<file path="config.mk">
export PLATFORM = sky130hd
export DESIGN_NAME = eth_rx_cmd_depacketizer
export DESIGN_NICKNAME = d
export VERILOG_FILES = /design/src/rtl/eth_rx_cmd_depacketizer.sv
export SDC_FILE = /design/constraint.sdc
export NUM_CORES = 1
export LEC_CHECK = 0
export BUFFER_PORTS_ARGS = -buffer_cell sky130_fd_sc_hd__buf_2
export CORE_AREA = 2 2 103 129
export DETAILED_ROUTE_END_ITERATION = 7
export DIE_AREA = 0 0 105 131
export PLACE_DENSITY = 0.63
export SYNTH_ARGS = -nofsm -noshare
export SYNTH_HDL_FRONTEND = slang
export SYNTH_SLANG_ARGS = --single-unit
export TNS_END_PERCENT = 20
</file>
<file path="constraint.sdc">
create_clock -name axi_tclk_i -period 4.75 [get_ports axi_tclk_i]
set_input_delay 0.475 -clock axi_tclk_i [delete_from_list [all_inputs] [get_ports axi_tclk_i]]
set_output_delay 0.475 -clock axi_tclk_i [all_outputs]
set_load 0.005 [all_outputs]
</file>
<file path="src/rtl/eth_rx_cmd_depacketizer.sv">
// Strips the L2 header from MAC RX frames addressed to this node and packs the
// payload big-endian into 32-bit command words, counting forwarded and dropped frames.
module eth_rx_cmd_depacketizer #(
    parameter logic [47:0] DEST_MAC     = 48'h5a0102030405,
    parameter bit          ACCEPT_BCAST = 1'b1,
    parameter int          HDR_BYTES    = 14,
    parameter int          CNT_W        = 16
) (
    input  logic             axi_tclk_i,
    input  logic             axi_tresetn_i,
    input  logic             enable_rx_decode,
    input  logic [7:0]       rx_axis_tdata,
    input  logic             rx_axis_tvalid,
    input  logic             rx_axis_tlast,
    input  logic             rx_axis_tuser,
    output logic             rx_axis_tready,
    output logic [31:0]      cmd_axis_tdata,
    output logic             cmd_axis_tvalid,
    output logic             cmd_axis_tlast,
    output logic             cmd_axis_tuser,
    input  logic             cmd_axis_tready,
    output logic [CNT_W-1:0] frame_count,
    output logic [CNT_W-1:0] drop_count
);
    localparam int HC_W = $clog2(HDR_BYTES);

    typedef enum logic [1:0] {S_HDR, S_PAYLOAD, S_DROP} state_t;
    state_t state, state_nxt;

    logic [HC_W-1:0] hc;
    logic            en_q, ucast_mis, bcast_mis;
    logic [1:0]      lane;
    logic [31:0]     pack_reg, word_nxt;
    logic            pack_full, pend_last, pend_user;
    logic [47:0]     mac_sh;
    logic            byte_xfer, out_free, hdr_last, hdr_end, accept;
    logic            byte_in_mac, u_mis_byte, b_mis_byte, word_done;

    assign rx_axis_tready = (state == S_PAYLOAD) ? ~pack_full : 1'b1;
    assign byte_xfer      = rx_axis_tvalid & rx_axis_tready;
    assign out_free       = ~cmd_axis_tvalid | cmd_axis_tready;
    assign hdr_last       = (hc == HC_W'(HDR_BYTES - 1));
    assign hdr_end        = (state == S_HDR) & byte_xfer & ~rx_axis_tlast & hdr_last;
    assign accept         = en_q & (~ucast_mis | (ACCEPT_BCAST & ~bcast_mis));
    assign word_done      = (state == S_PAYLOAD) & byte_xfer & ((lane == 2'd3) | rx_axis_tlast);

    // Left-shifting the MAC by the header index puts the expected byte on top
    assign mac_sh      = DEST_MAC << {hc, 3'b000};
    assign byte_in_mac = (hc < HC_W'(6));
    assign u_mis_byte  = byte_in_mac & (rx_axis_tdata != mac_sh[47:40]);
    assign b_mis_byte  = byte_in_mac & (rx_axis_tdata != 8'hff);

    always_comb begin
        word_nxt = pack_reg;
        case (lane)
            2'd0: word_nxt[31:24] = rx_axis_tdata;
            2'd1: word_nxt[23:16] = rx_axis_tdata;
            2'd2: word_nxt[15:8]  = rx_axis_tdata;
            2'd3: word_nxt[7:0]   = rx_axis_tdata;
        endcase
    end

    always_ff @(posedge axi_tclk_i or posedge axi_tresetn_i) begin
        if (axi_tresetn_i) state <= S_HDR;
        else               state <= state_nxt;
    end

    always_comb begin
        state_nxt = state;
        case (state)
            S_HDR: begin
                if (hdr_end) state_nxt = accept ? S_PAYLOAD : S_DROP;
            end
            S_PAYLOAD, S_DROP: begin
                if (byte_xfer & rx_axis_tlast) state_nxt = S_HDR;
            end
            default: state_nxt = S_HDR;
        endcase
    end

    always_ff @(posedge axi_tclk_i or posedge axi_tresetn_i) begin
        if (axi_tresetn_i) begin
            hc              <= '0;
            en_q            <= 1'b0;
            ucast_mis       <= 1'b0;
            bcast_mis       <= 1'b0;
            lane            <= 2'd0;
            pack_reg        <= '0;
            pack_full       <= 1'b0;
            pend_last       <= 1'b0;
            pend_user       <= 1'b0;
            cmd_axis_tdata  <= '0;
            cmd_axis_tvalid <= 1'b0;
            cmd_axis_tlast  <= 1'b0;
            cmd_axis_tuser  <= 1'b0;
            frame_count     <= '0;
            drop_count      <= '0;
        end else begin
            if ((state == S_HDR) && byte_xfer) begin
                hc        <= (rx_axis_tlast || hdr_last) ? '0 : hc + 1'b1;
                ucast_mis <= ((hc == '0) ? 1'b0 : ucast_mis) | u_mis_byte;
                bcast_mis <= ((hc == '0) ? 1'b0 : bcast_mis) | b_mis_byte;
                if (hc == '0) en_q <= enable_rx_decode;
            end

            if (byte_xfer && rx_axis_tlast && (state != S_PAYLOAD))
                drop_count <= drop_count + 1'b1;
            if (byte_xfer && rx_axis_tlast && (state == S_PAYLOAD))
                frame_count <= frame_count + 1'b1;

            if ((state == S_PAYLOAD) && byte_xfer)
                lane <= rx_axis_tlast ? 2'd0 : lane + 1'b1;

            // pack_reg is kept zeroed between words so a short final word pads with 0
            if (word_done) begin
                if (out_free) begin
                    pack_reg <= '0;
                end else begin
                    pack_reg  <= word_nxt;
                    pack_full <= 1'b1;
                    pend_last <= rx_axis_tlast;
                    pend_user <= rx_axis_tlast & rx_axis_tuser;
                end
            end else if ((state == S_PAYLOAD) && byte_xfer) begin
                pack_reg <= word_nxt;
            end else if (pack_full && out_free) begin
                pack_reg  <= '0;
                pack_full <= 1'b0;
            end

            if (pack_full && out_free) begin
                cmd_axis_tdata  <= pack_reg;
                cmd_axis_tvalid <= 1'b1;
                cmd_axis_tlast  <= pend_last;
                cmd_axis_tuser  <= pend_user;
            end else if (word_done && out_free) begin
                cmd_axis_tdata  <= word_nxt;
                cmd_axis_tvalid <= 1'b1;
                cmd_axis_tlast  <= rx_axis_tlast;
                cmd_axis_tuser  <= rx_axis_tlast & rx_axis_tuser;
            end else if (cmd_axis_tready) begin
                cmd_axis_tvalid <= 1'b0;
            end
        end
    end

endmodule

</file>
==> results.yml <==
setup_path:
  worst_ep_arrival_time_ns: 2.95
  ff2ff_path_depth: 4
  crit_start: "lane[0]"
  critical_path_class: "reg -> reg"
  crit_path_end: "pack_reg[0]"
  critPathMaxStageDelay_ns: 1.00
  r2r_setup_slack_ns: 2.14
  r2r-start: "lane[0]"
  cp-end-kind: "register"
  worstPathRequired_ns: 5.09
  crit_path_max_fanout: 15
  critPathSlowestCell: "a21oi_1"
  path_cells: "ha_1 > or2_2 > a21oi_1 > a22o_1"
  r2r-end: "pack_reg[0]"
  critPathLaunchType: "register"
floorplanning:
  die_h_microns: 131
  row_count: 46
  die_area_sq_um: 13800
  die_w_microns: 105
  pin_count: 83
  initial_core_util_pct: 44.1
  core-area_sq_um: 12500
timing:
  rsz0062_at_grt: "no"
  worst_pin_slew_ns: 1.27
  setup_viol: 0
  relSlewSlack_pct: 15.3
  finalCritPeriodShare_pct: 55.0
  fin_setup_tns_ns: 0
  slew_violations: 0
  hold_viol_final: 0
  skew_ns: 0.00741
  finalCriticalPeriod_ns: 2.61
  max_freq_ghz: 0.383
cts:
  cts_resized: 0
  cts-root-buf: "clkbuf_16"
  clkLatencyLatePin_ns: 0.41
  cts_buffers: 17
  cts_hold_repair.buffers: 0
  path_clk_slew_ns: 0.05
  cts_setup_buffers: 0
  clock-sinks: 113
  cts_tree: "built"
  h-tree-depth: 4
  cts.path.max_buffers: 2
placement:
  portBuffers: 82
  place.gp.congestion: 0.796
  post-dp-hpwl_mm: 9.09
  dpl-instance-area_sq_um: 6030
finish:
  regArea_sq_um: 2830
  drive_above_1_share_pct: 25.4
  area_growth_syn_to_layout_pct: 19.7
  insertedDiodeCount: 0
  multi_input_area_sq_um: 2530
  fin_area_sq_um: 6620
  finalNetCount: 588
  fill_cells: 1166
route:
  drcViolationCount: 0
  ant_nets: 0
  first_iter_violations: 207
  drt_wl_total_mm: 13.8
  firstDrtPassIters: 5
  num_vias: 4311
  avgRoutedWirePerCell_microns: 18.7
  vias_per_cell: 5.81
pwr:
  vdd_ir_drop_max_mv: 0.285
  pwr_density_cell_nw_per_um2: 584
  p_leak_nw: 3.12
min_path:
  hp-class: "in -> async"
yosys:
  synthFlopType: "dfrtp_1"
  synth_cells: 487
  synth_area_sq_um: 5530
  syn_nets: 514
  synthArstFlopShare_pct: 100
  synth_area_leaders: "dfrtp_1 (51%), xnor2_1 (3.8%), mux2i_1 (3.6%)"
  ys_seq_area_share_pct: 51.2
  yosysMostFrequentCell: "dfrtp_1"
  yosys-top-cells-count: "dfrtp_1 (113), o22ai_1 (32), nand2_1 (30)"
  synth_cell_types: 57
  synth_top_area_share_pct: 51.2
  yosys_warnings: 0
  synth_largest_area_cell: "dfrtp_1"
  ys_ff_latch: 113
  syn_area_per_cell_sq_um: 11.4
  synth_edf_count: 0
global_route:
  grt_max_degree: 83
  grt_usage_pct: 21.0
  grt_pass1_wl_mm: 22.4
  antenna_found_initial: 0
  grt_overflow_total: 0
  grt_pass1_vias: 4307
outcome:
  status: "finished, final reports clean"
run:
  maxCapViolCount: 0
==> worst min path at each step <==
stage                                 from                 end  slack, ns
after floorplan                  bcast_mis           bcast_mis       0.45
after global placement      drop_count[15]      drop_count[15]       0.46
after detailed placement   frame_count[15]     frame_count[15]       0.46
after CTS                 enable_rx_decode                en_q       0.32
after global routing      enable_rx_decode                en_q       0.32
final                        axi_tresetn_i  cmd_axis_tdata[25]       0.31
==> power breakdown <==
group | internal, mW | switching, mW | total [mW]
registers | 1.25 | 0.241 | 1.49
clock network | 0.814 | 0.426 | 1.24
logic | 0.587 | 0.553 | 1.14
==> stage by stage <==
step	hold WS [ns]	power (mW)	setup slack, ns	utilization [%]	instances
after floorplan	0.450	2.26	1.29	-	487
after global placement	0.458	2.59	2.16	48.1	710
after detailed placement	0.458	2.64	2.12	48.1	710
after CTS	0.317	3.89	2.14	52.7	742
after global routing	0.320	4.09	1.98	52.7	742
final	0.311	3.87	2.14	52.7	742
==> layout make-up <==
cell class,instances,area share (%)
clock inverter,4,0.681
sequential,113,42.7
clock buffer,28,8.11
timing repair buffer,85,6.54
multi-input combinational,335,38.2
tap,168,3.18
inverter,9,0.548
==> cells in the final DEF, fill, tap and decap left out, types with 16 or more instances in the layout <==
cell type and n:
dfrtp_1 113, mux2i_1 20, buf_2 82, o22ai_1 32
a2bb2oi_1 18, o2bb2ai_1 18, xnor2_1 24, clkbuf_16 17
nand2_1 30, a22o_1 17, a21oi_1 17, mux2_2 16
==> routing by layer <==
metal  up-vias  global-route usage [%]  share of wire [%]
li1       1980                       -                  -
met1      2147                    27.3                 45
met2       159                    34.3                 47
met3        25                    3.87                5.6
met4         0                    9.65                2.4
met5         -                       0                  0
==> worst max-delay path, delay by kind of cell (launching register included) <==
kind                     cells  cell delay (ns)
AO/OA/AOI/OAI                2             1.29
adder cells (fa/ha/maj)      1             0.44
AND/OR/NAND/NOR              1             0.42
flip-flops                   1             0.40
==> cells by family after synthesis <==
logic type      after synthesis  synth area share (%)
xor+xnor                     31                  4.91
simple gates                109                  11.8
compound gates              147                  19.3
flops                       113                  51.2
mux                          36                  6.88
fa+ha+maj                    12                  2.72
buf+inv                      39                  3.21
(Power assumes the default switching activity.)
